File: src/rtl/fetch_hazard_ctrl_pkg.sv
// fetch_hazard_ctrl_pkg
//   Shared types and constants for the fetch hazard controller slice.
//   - NO_REDIRECT : npc value meaning "no redirect, fetch PC+4"
//   - md_state_e  : HI/LO unit occupancy FSM states
//   - reg_idx_t   : 5-bit architectural register index
//   - md_cnt_width: busy counter width, max(1, $clog2(md_cycles))
package fetch_hazard_ctrl_pkg;

    localparam logic [31:0] NO_REDIRECT = 32'hFFFF_FFFF;

    typedef enum logic [0:0] {
        RUN,
        MD_BUSY
    } md_state_e;

    typedef logic [4:0] reg_idx_t;

    function automatic int unsigned md_cnt_width(input int unsigned md_cycles);
        return (md_cycles <= 2) ? 1 : $clog2(md_cycles);
    endfunction

endpackage

File: src/rtl/fetch_hazard_ctrl_if.sv
// fetch_hazard_ctrl_if
//   Bundles the ID/EX hazard inputs and the IF/ID/EX control outputs.
//   - master : pipeline side, drives ID/EX status, receives controls
//   - slave  : hazard controller, reads status, drives controls
interface fetch_hazard_ctrl_if;
    import fetch_hazard_ctrl_pkg::*;

    reg_idx_t    id_rs;
    reg_idx_t    id_rt;
    logic        id_uses_rs;
    logic        id_uses_rt;
    logic        id_uses_hilo;
    logic        ex_mem_read;
    reg_idx_t    ex_rt;
    logic        ex_md_start;
    logic        ex_redirect;
    logic [31:0] ex_target;

    logic [31:0] npc;
    logic        pc_stall_en;
    logic        if_id_stall;
    logic        Flush;
    logic        id_ex_bubble;
    logic        md_busy;
    logic        md_err;

    modport master (
        output id_rs, id_rt, id_uses_rs, id_uses_rt, id_uses_hilo,
               ex_mem_read, ex_rt, ex_md_start, ex_redirect, ex_target,
        input  npc, pc_stall_en, if_id_stall, Flush, id_ex_bubble, md_busy, md_err
    );

    modport slave (
        input  id_rs, id_rt, id_uses_rs, id_uses_rt, id_uses_hilo,
               ex_mem_read, ex_rt, ex_md_start, ex_redirect, ex_target,
        output npc, pc_stall_en, if_id_stall, Flush, id_ex_bubble, md_busy, md_err
    );

endinterface

File: src/rtl/fetch_hazard_ctrl_md_busy_timer.sv
// fetch_hazard_ctrl_md_busy_timer
//   Tracks the in-flight mult/div: busy for MD_CYCLES cycles starting the
//   cycle after md_start_i. A start seen while busy is flagged in a sticky
//   error bit and does not restart the timer.
//   - clk, rst    : clock, asynchronous active-high reset
//   - md_start_i  : EX instruction starts a mult/div this cycle
//   - md_busy_o   : HI/LO unit occupied
//   - md_err_o    : sticky overlapping-start error
module fetch_hazard_ctrl_md_busy_timer
    import fetch_hazard_ctrl_pkg::*;
#(
    parameter int unsigned MD_CYCLES = 32
) (
    input  logic clk,
    input  logic rst,
    input  logic md_start_i,
    output logic md_busy_o,
    output logic md_err_o
);

    localparam int unsigned CntW = md_cnt_width(MD_CYCLES);
    localparam logic [CntW-1:0] CntLoad = CntW'(MD_CYCLES - 1);

    md_state_e       state_q, state_d;
    logic [CntW-1:0] cnt_q, cnt_d;
    logic            err_q, err_d;

    always_ff @(posedge clk or posedge rst) begin
        if (rst) begin
            state_q <= RUN;
            cnt_q   <= '0;
            err_q   <= 1'b0;
        end else begin
            state_q <= state_d;
            cnt_q   <= cnt_d;
            err_q   <= err_d;
        end
    end

    always_comb begin
        state_d = state_q;
        cnt_d   = cnt_q;
        err_d   = err_q;
        unique case (state_q)
            RUN: begin
                if (md_start_i) begin
                    state_d = MD_BUSY;
                    cnt_d   = CntLoad;
                end
            end
            MD_BUSY: begin
                // Overlapping start: flag it, let the current operation finish.
                if (md_start_i) begin
                    err_d = 1'b1;
                end
                if (cnt_q == '0) begin
                    state_d = RUN;
                end else begin
                    cnt_d = cnt_q - CntW'(1);
                end
            end
        endcase
    end

    assign md_busy_o = (state_q == MD_BUSY);
    assign md_err_o  = err_q;

endmodule

File: src/rtl/fetch_hazard_ctrl.sv
// fetch_hazard_ctrl
//   IF-stage redirect/stall/squash control. Detects load-use and HI/LO busy
//   hazards on the ID instruction and prioritises EX redirects over stalls.
//   - clk, rst : clock, asynchronous active-high reset
//   - bus      : slave side of fetch_hazard_ctrl_if (ID/EX status in,
//                npc/pc_stall_en/if_id_stall/Flush/id_ex_bubble and
//                md_busy/md_err out)
module fetch_hazard_ctrl
    import fetch_hazard_ctrl_pkg::*;
#(
    parameter int unsigned MD_CYCLES = 32
) (
    input  logic                clk,
    input  logic                rst,
    fetch_hazard_ctrl_if.slave  bus
);

    logic md_busy;
    logic md_err;
    logic lu_hazard;
    logic md_hazard;

    fetch_hazard_ctrl_md_busy_timer #(
        .MD_CYCLES (MD_CYCLES)
    ) u_md_busy_timer (
        .clk        (clk),
        .rst        (rst),
        .md_start_i (bus.ex_md_start),
        .md_busy_o  (md_busy),
        .md_err_o   (md_err)
    );

    // r0 is hardwired zero, so a load into it never creates a dependency.
    assign lu_hazard = bus.ex_mem_read && (bus.ex_rt != '0) &&
                       ((bus.id_uses_rs && (bus.id_rs == bus.ex_rt)) ||
                        (bus.id_uses_rt && (bus.id_rt == bus.ex_rt)));

    assign md_hazard = md_busy && bus.id_uses_hilo;

    always_comb begin
        bus.npc          = NO_REDIRECT;
        bus.pc_stall_en  = 1'b0;
        bus.if_id_stall  = 1'b0;
        bus.Flush        = 1'b0;
        bus.id_ex_bubble = 1'b0;
        if (rst) begin
            // Outputs are combinational from inputs; force them idle in reset.
        end else if (bus.ex_redirect) begin
            // The stalled ID instruction is on the wrong path, so redirect wins.
            bus.npc          = bus.ex_target;
            bus.Flush        = 1'b1;
            bus.id_ex_bubble = 1'b1;
        end else if (lu_hazard || md_hazard) begin
            bus.pc_stall_en  = 1'b1;
            bus.if_id_stall  = 1'b1;
            bus.id_ex_bubble = 1'b1;
        end
    end

    assign bus.md_busy = md_busy;
    assign bus.md_err  = md_err;

endmodule

File: src/flat_wrapper.sv
// flat-port wrapper written by rule: the top's interface ports become plain ports
module fetch_hazard_ctrl_flat import fetch_hazard_ctrl_pkg::*;
#(
    parameter int unsigned MD_CYCLES = 32
)
  (clk, rst, bus_id_rs, bus_id_rt, bus_id_uses_rs, bus_id_uses_rt, bus_id_uses_hilo, bus_ex_mem_read, bus_ex_rt, bus_ex_md_start, bus_ex_redirect, bus_ex_target, bus_npc, bus_pc_stall_en, bus_if_id_stall, bus_Flush, bus_id_ex_bubble, bus_md_busy, bus_md_err);
  fetch_hazard_ctrl_if bus_i ();
  input  logic clk;
  input  logic rst;
  input wire logic [$bits(bus_i.id_rs)-1:0] bus_id_rs;
  input wire logic [$bits(bus_i.id_rt)-1:0] bus_id_rt;
  input wire logic [$bits(bus_i.id_uses_rs)-1:0] bus_id_uses_rs;
  input wire logic [$bits(bus_i.id_uses_rt)-1:0] bus_id_uses_rt;
  input wire logic [$bits(bus_i.id_uses_hilo)-1:0] bus_id_uses_hilo;
  input wire logic [$bits(bus_i.ex_mem_read)-1:0] bus_ex_mem_read;
  input wire logic [$bits(bus_i.ex_rt)-1:0] bus_ex_rt;
  input wire logic [$bits(bus_i.ex_md_start)-1:0] bus_ex_md_start;
  input wire logic [$bits(bus_i.ex_redirect)-1:0] bus_ex_redirect;
  input wire logic [$bits(bus_i.ex_target)-1:0] bus_ex_target;
  output wire logic [$bits(bus_i.npc)-1:0] bus_npc;
  output wire logic [$bits(bus_i.pc_stall_en)-1:0] bus_pc_stall_en;
  output wire logic [$bits(bus_i.if_id_stall)-1:0] bus_if_id_stall;
  output wire logic [$bits(bus_i.Flush)-1:0] bus_Flush;
  output wire logic [$bits(bus_i.id_ex_bubble)-1:0] bus_id_ex_bubble;
  output wire logic [$bits(bus_i.md_busy)-1:0] bus_md_busy;
  output wire logic [$bits(bus_i.md_err)-1:0] bus_md_err;
  assign bus_i.id_rs = bus_id_rs;
  assign bus_i.id_rt = bus_id_rt;
  assign bus_i.id_uses_rs = bus_id_uses_rs;
  assign bus_i.id_uses_rt = bus_id_uses_rt;
  assign bus_i.id_uses_hilo = bus_id_uses_hilo;
  assign bus_i.ex_mem_read = bus_ex_mem_read;
  assign bus_i.ex_rt = bus_ex_rt;
  assign bus_i.ex_md_start = bus_ex_md_start;
  assign bus_i.ex_redirect = bus_ex_redirect;
  assign bus_i.ex_target = bus_ex_target;
  assign bus_npc = bus_i.npc;
  assign bus_pc_stall_en = bus_i.pc_stall_en;
  assign bus_if_id_stall = bus_i.if_id_stall;
  assign bus_Flush = bus_i.Flush;
  assign bus_id_ex_bubble = bus_i.id_ex_bubble;
  assign bus_md_busy = bus_i.md_busy;
  assign bus_md_err = bus_i.md_err;
  fetch_hazard_ctrl #(.MD_CYCLES(MD_CYCLES)) u_core (.clk(clk), .rst(rst), .bus(bus_i));
endmodule
File: config.mk
export PLATFORM = sky130hd
export DESIGN_NAME = fetch_hazard_ctrl_flat
export DESIGN_NICKNAME = d
export VERILOG_FILES = /design/src/rtl/fetch_hazard_ctrl_pkg.sv /design/src/rtl/fetch_hazard_ctrl_if.sv /design/src/rtl/fetch_hazard_ctrl_md_busy_timer.sv /design/src/rtl/fetch_hazard_ctrl.sv /design/src/flat_wrapper.sv
export SDC_FILE = /design/constraint.sdc
export NUM_CORES = 1
export LEC_CHECK = 0
export CAP_MARGIN = 40
export CELL_PAD_IN_SITES_DETAIL_PLACEMENT = 1
export CELL_PAD_IN_SITES_GLOBAL_PLACEMENT = 2
export CORE_UTILIZATION = 12
export DETAILED_ROUTE_END_ITERATION = 8
export GPL_ROUTABILITY_DRIVEN = 0
export GPL_TIMING_DRIVEN = 0
export PLACE_DENSITY = 0.82
export SYNTH_ARGS = -nofsm -noshare
export SYNTH_HDL_FRONTEND = slang
export SYNTH_HIERARCHICAL = 1
export SYNTH_SLANG_ARGS = --single-unit
export TNS_END_PERCENT = 50
File: constraint.sdc
create_clock -name clk -period 5.35 [get_ports clk]
set_input_delay 1.3375 -clock clk [delete_from_list [all_inputs] [get_ports clk]]
set_output_delay 1.3375 -clock clk [all_outputs]
set_load 0.05 [all_outputs]
=== After elaboration in Yosys (flattened, before gate mapping) ===
Cells that the tools add are included.

* Muxes and demuxes: 15
* Add/sub/neg operators: 1
* Reductions and logical operators: 11
* Equal/unequal tests: 4
* Bitwise gates (word level): 1

{| class="wikitable"
|+ Operators with widths
! operator !! number
|-
| 2-to-1 mux 32 bit || 2
|-
| == test 5 bit || 2
|-
| 2-to-1 mux 5 bit || 2
|-
| case mux 5 bit (2 select lines) || 1
|-
| 2-to-1 mux 1 bit || 9
|-
| logical AND 1 bit || 5
|-
| zero test 5 bit || 1
|-
| nonzero test 5 bit || 1
|-
| subtractor 5 x 1 -> 5 bit (second input constant) || 1
|-
| != test 2 bit (second input constant) || 2
|-
| AND reduction 2 bit || 2
|-
| logical OR 1 bit || 2
|-
| case mux 1 bit (2 select lines) || 1
|-
| NOT 1 bit || 1
|}

* Output and inout port bits: 38
* Input port bits: 55
* Word-level logic and storage cells: 35
* Register bits: 7

=== Depth between registers and ports, before layout ===
* Depth after elaboration: 8
* Depth in mapped cells: 5
* Mapped depth without buffers: 5

=== Cells and area by module ===
Netlist, hierarchy kept.

{| class="wikitable"
|+ Modules (own cells, without submodules)
! module !! sequential area each (µm²) !! area an instance (µm²) !! times used !! cells each
|-
| fetch_hazard_ctrl || 0.0 || 402.9 || 1 || 59
|-
| fetch_hazard_ctrl_md_busy_timer || 175.2 || 322.8 || 1 || 29
|}

=== Least setup slack after synthesis ===
OpenSTA, ideal clock, no wires.

* Kind: in2out
* Start: in bus_ex_rt[3]
* End: out bus_id_ex_bubble
* Data required time: 4,013 ps
* Stages on the path: 4
* Arrival: 3,101 ps
* Setup slack: 911 ps
* Buffers on the path: 0
* Cells stage by stage: xor2_1 -> nor4_2 -> a32oi_1 -> o31ai_1

* Longest elaborated chain between the ends: 8
* Elaborated cells between the ends (all ways): 12
* Those cells by class: eq/ne (2); mux (3); reduce/logical (7)

{| class="wikitable"
|+ Ends and longest elaborated chain
! what !! line !! source
|-
| start: declaration || flat_wrapper.sv:16 || <nowiki>input wire logic [$bits(bus_i.ex_rt)-1:0] bus_ex_rt;</nowiki>
|-
| == test 5 bit (on tied branches) || fetch_hazard_ctrl.sv:35, fetch_hazard_ctrl.sv:36 ||
|-
| logical AND 1 bit (on tied branches) || fetch_hazard_ctrl.sv:35, fetch_hazard_ctrl.sv:36 ||
|-
| logical OR 1 bit || fetch_hazard_ctrl.sv:35 || <nowiki>((bus.id_uses_rs && (bus.id_rs == bus.ex_rt)) ||</nowiki>
|-
| logical AND 1 bit * || fetch_hazard_ctrl.sv:34 || <nowiki>assign lu_hazard = bus.ex_mem_read && (bus.ex_rt != '0) &&</nowiki>
|-
| logical OR 1 bit * || fetch_hazard_ctrl.sv:53 || <nowiki>end else if (lu_hazard || md_hazard) begin</nowiki>
|-
| 2-to-1 mux 1 bit * || fetch_hazard_ctrl.sv:53 ||
|-
| 2-to-1 mux 1 bit * || fetch_hazard_ctrl.sv:48 || <nowiki>end else if (bus.ex_redirect) begin</nowiki>
|-
| 2-to-1 mux 1 bit * || fetch_hazard_ctrl.sv:46 || <nowiki>if (rst) begin</nowiki>
|-
| end: declaration || flat_wrapper.sv:24 || <nowiki>output wire logic [$bits(bus_i.id_ex_bubble)-1:0] bus_id_ex_bubble;</nowiki>
|}

Every way passes the cells marked *; elsewhere a longest branch is shown, timed or not.

=== Worst setup path after layout ===
* Start: in rst
* End: out bus_id_ex_bubble

* Longest elaborated chain between the ends: 1

{| class="wikitable"
|+ Ends and longest elaborated chain
! what !! line !! source
|-
| start: declaration || flat_wrapper.sv:9 || <nowiki>input logic rst;</nowiki>
|-
| 2-to-1 mux 1 bit || fetch_hazard_ctrl.sv:46 ||
|}

Every way passes these cells.

==> impl_results.rst <==
.. list-table::
   :header-rows: 1

   * - Metric
     - Value
   * - Top cells by area in the synthesized netlist
     - sky130_fd_sc_hd__nand2b_1 27%, sky130_fd_sc_hd__dfrtp_1 24%, sky130_fd_sc_hd__xor2_1 9.7%
   * - Hold buffer count at CTS
     - 0
   * - Final #Nets
     - around 240
   * - Worst hold path startpoint
     - u_core/u_md_busy_timer/md_err_o$_DFFE_PP0P_
   * - Max-slew violations
     - 0
   * - Layout-stage area growth over the synthesis result
     - 146%
   * - Worst slew slack as a fraction of its limit
     - 0.652
   * - Number of buffers inserted by post-CTS setup repair
     - 0
   * - Largest net degree at the start of global routing
     - 11
   * - CP Launch Point
     - rst
   * - Area of the placeable core
     - 5680 um^2
   * - Final critical-path required period
     - 4.99 ns
   * - Portion of the post-synthesis area used by sequential elements
     - 0.241
   * - FF-to-FF Start
     - u_core/u_md_busy_timer/cnt_q[0]$_DFFE_PP0P_
   * - Detailed-route wire length
     - about 3.0 mm
   * - Number of global-route vias before repair
     - roughly 1000
   * - Startpoint Class
     - input pin
   * - Source-to-sink clock delay at the later pin of the worst-skew pair
     - 0.22 ns
   * - Run status
     - finished clean
   * - Die width
     - 79.8 um
   * - CTS root buffer
     - sky130_fd_sc_hd__clkbuf_8
   * - Leakage Power
     - around 0.67 nW
   * - Count of flip-flops with a built-in enable after synthesis
     - 0
   * - Max Freq
     - 201 MHz
   * - Routed wire per std cell
     - between 10 and 15 um
   * - Drc violations
     - 0
   * - Final hold viol count
     - 0
   * - Port bufs
     - about 90
   * - CTS buffer count
     - 3
   * - Number of warning messages in the yosys log
     - 6
   * - Setup slack after layout
     - between 0.3 and 0.4 ns
   * - Post-synthesis instance area
     - slightly above 700 um^2
   * - Effective utilization at floorplan
     - 0.128
   * - Worst-case clock buffer depth
     - 2
   * - Max Fanout on Critical Path
     - 10
   * - Proportion of layout cells with a drive suffix above 1
     - 0.0435
   * - Worst-case reg-to-reg path depth
     - 5
   * - Critical path arrival
     - 3.65 ns
   * - Site Rows
     - 27
   * - Count of boundary I/O pins
     - 93
   * - Power per Cell Area
     - ~230 nW/um^2
   * - Total vias in the final route
     - 992
   * - Number of synthesized register bits
     - 7
   * - Simple-gate portion of the synthesized area
     - 0.409
   * - Post-synthesis async set-or-reset flop share
     - 1.00
   * - Overflow after GRT
     - 0
   * - Final setup fails
     - 0
   * - Fin Clk Skew
     - 0.00313 ns
   * - Resize count post-CTS
     - 0
   * - Max-cap violations
     - 0
   * - Setup Crit Path Kind
     - input pin to primary output
   * - Hold path cells
     - 1
   * - Max IR drop VDD
     - roughly 0.00019 V
   * - Slew at the pin closest to its max-slew limit
     - ~0.52 ns
   * - Largest area contributor in the netlist
     - sky130_fd_sc_hd__nand2b_1
   * - Critical path endpoint category
     - primary output
   * - Cells after synthesis
     - 88
   * - Portion of synthesized cell area occupied by the leading cell type
     - 0.267
   * - Die Span Y
     - approximately 80 um
   * - Total instance count after detailed placement
     - 252
   * - Worst slack, placed
     - 0.256 ns
   * - Main combinational cell family by area after synthesis
     - simple AND/OR/NAND/NOR gates
   * - Number of distinct library cells after synthesis
     - 30
   * - Setup TNS Final
     - 0 ns
   * - Terminus of the critical flop-to-flop path
     - u_core/u_md_busy_timer/cnt_q[0]$_DFFE_PP0P_
   * - Final cell count without fillers
     - 256
   * - Worst hold path type
     - flop to flop
   * - Overall track demand over capacity in global routing
     - 0.0955
   * - Register-to-register path setup slack
     - around 3.6 ns
   * - Initial antenna violation count
     - 0
   * - Leading cell type in the layout, fill and taps excluded
     - sky130_fd_sc_hd__clkdlybuf4s50_1
   * - ANT nets after route
     - 0
   * - TritonCTS Sinks
     - 7
   * - Average cell area after synthesis
     - 8.25 um^2
   * - Syn_nets
     - 144
   * - Primary flip-flop cell chosen by synthesis mapping
     - sky130_fd_sc_hd__dfrtp_1
   * - Post-Synth Adder-Cell Area
     - 0.0172
   * - CTS H-tree lvls
     - 1
   * - First DRT Iteration DRCs
     - 18
   * - Final HPWL from detailed placement
     - 2.63 mm
   * - Total Die Area
     - around 6400 um^2
   * - Clk slew on worst S/H paths
     - ~0.040 ns
   * - Required time reported for the critical path endpoint
     - ~4 ns
   * - Multiplexer area fraction after synthesis
     - 0.0207
   * - Worst Hold Path EP
     - u_core/u_md_busy_timer/md_err_o$_DFFE_PP0P_
   * - Unrepaired setup endpoints after global routing
     - false
   * - Area fraction in compound gates after synthesis
     - 0.134
   * - Via count normalized by instance count
     - 3.88
   * - Global-route wire length before repair
     - about 4.8 mm
   * - Period utilization
     - 0.932
   * - Diode insertion count for antenna repair
     - 0
   * - TritonCTS clock tree
     - yes
   * - Pre-Repair DR Iteration Count
     - 4
   * - Most frequent cells in the layout
     - 92 x sky130_fd_sc_hd__clkdlybuf4s50_1, 31 x sky130_fd_sc_hd__nand2b_1, 8 x sky130_fd_sc_hd__xor2_1
   * - Parity-gate share of the synthesized area counting xor and xnor cells
     - 0.121
Yosys cell counts, drive strengths merged (2+ instances only):
master	count
dfrtp	7
clkbuf	3
xnor2	2
xor2	8
nor4	2
a21o	2
nand2b	31
o21ai	3
nand2	4
or3	2
inv	6
or2b	2
kinds of logic after synthesis:
logic type               Yosys count
AO/OA/AOI/OAI                     13
adder cells (fa/ha/maj)            1
buffers and inverters             10
multiplexers                       1
XOR/XNOR                          10
AND/OR/NAND/NOR                   46
flip-flops                         7
how the worst max path moves through the flow:
stage                     slack, ns                to
final                          0.36  bus_id_ex_bubble
after detailed placement       0.26  bus_id_ex_bubble
after global routing           0.15  bus_id_ex_bubble
after CTS                      0.26  bus_id_ex_bubble
after global placement         0.29  bus_id_ex_bubble
after floorplan                0.91  bus_id_ex_bubble
critical path: stages:
cell	delay (ns)
sky130_fd_sc_hd__clkdlybuf4s50_1	0.51
sky130_fd_sc_hd__and2b_1	0.36
sky130_fd_sc_hd__clkbuf_1	0.40
sky130_fd_sc_hd__a31oi_1	0.09
sky130_fd_sc_hd__o31ai_1	0.09
sky130_fd_sc_hd__clkdlybuf4s50_1	0.86
routing by layer:
metal  global-route usage  wire [um]  up-vias
met5                    0          0        -
met4               0.0161          0        0
met3               0.0320        372        0
met2                0.170       1410       61
met1                0.111       1230      445
li1                     -          -      486
registers in the layout, summed over array words and instances, names as in the netlist:
name	cells
u_core/u_md_busy_timer/cnt_q	5
u_core/u_md_busy_timer/md_busy_o	1
u_core/u_md_busy_timer/md_err_o	1
report_power, final:
group          switching (mW)  internal (mW)
registers              0.0219         0.0769
logic                   0.120          0.114
clock network          0.0217         0.0514
area by class of cell:
cell class	count	area, um^2
plain buffers	4	18.8
flip-flops and latches	7	175
inverters	6	22.5
repair buffers	92	921
fillers	679	3890
well taps	72	90.1
clock buffers	4	45.0
multi-input cells	71	509
per-stage QoR:
step	area, um^2	hold slack, ns	power, mW	util
after floorplan	726	0.472	0.239	-
after global placement	1740	0.441	0.331	0.306
after detailed placement	1740	0.448	0.337	0.306
after CTS	1780	0.456	0.415	0.314
after global routing	1780	0.461	0.440	0.314
final	1780	0.457	0.406	0.314
Note: power is estimated with default switching activity, not from simulation.
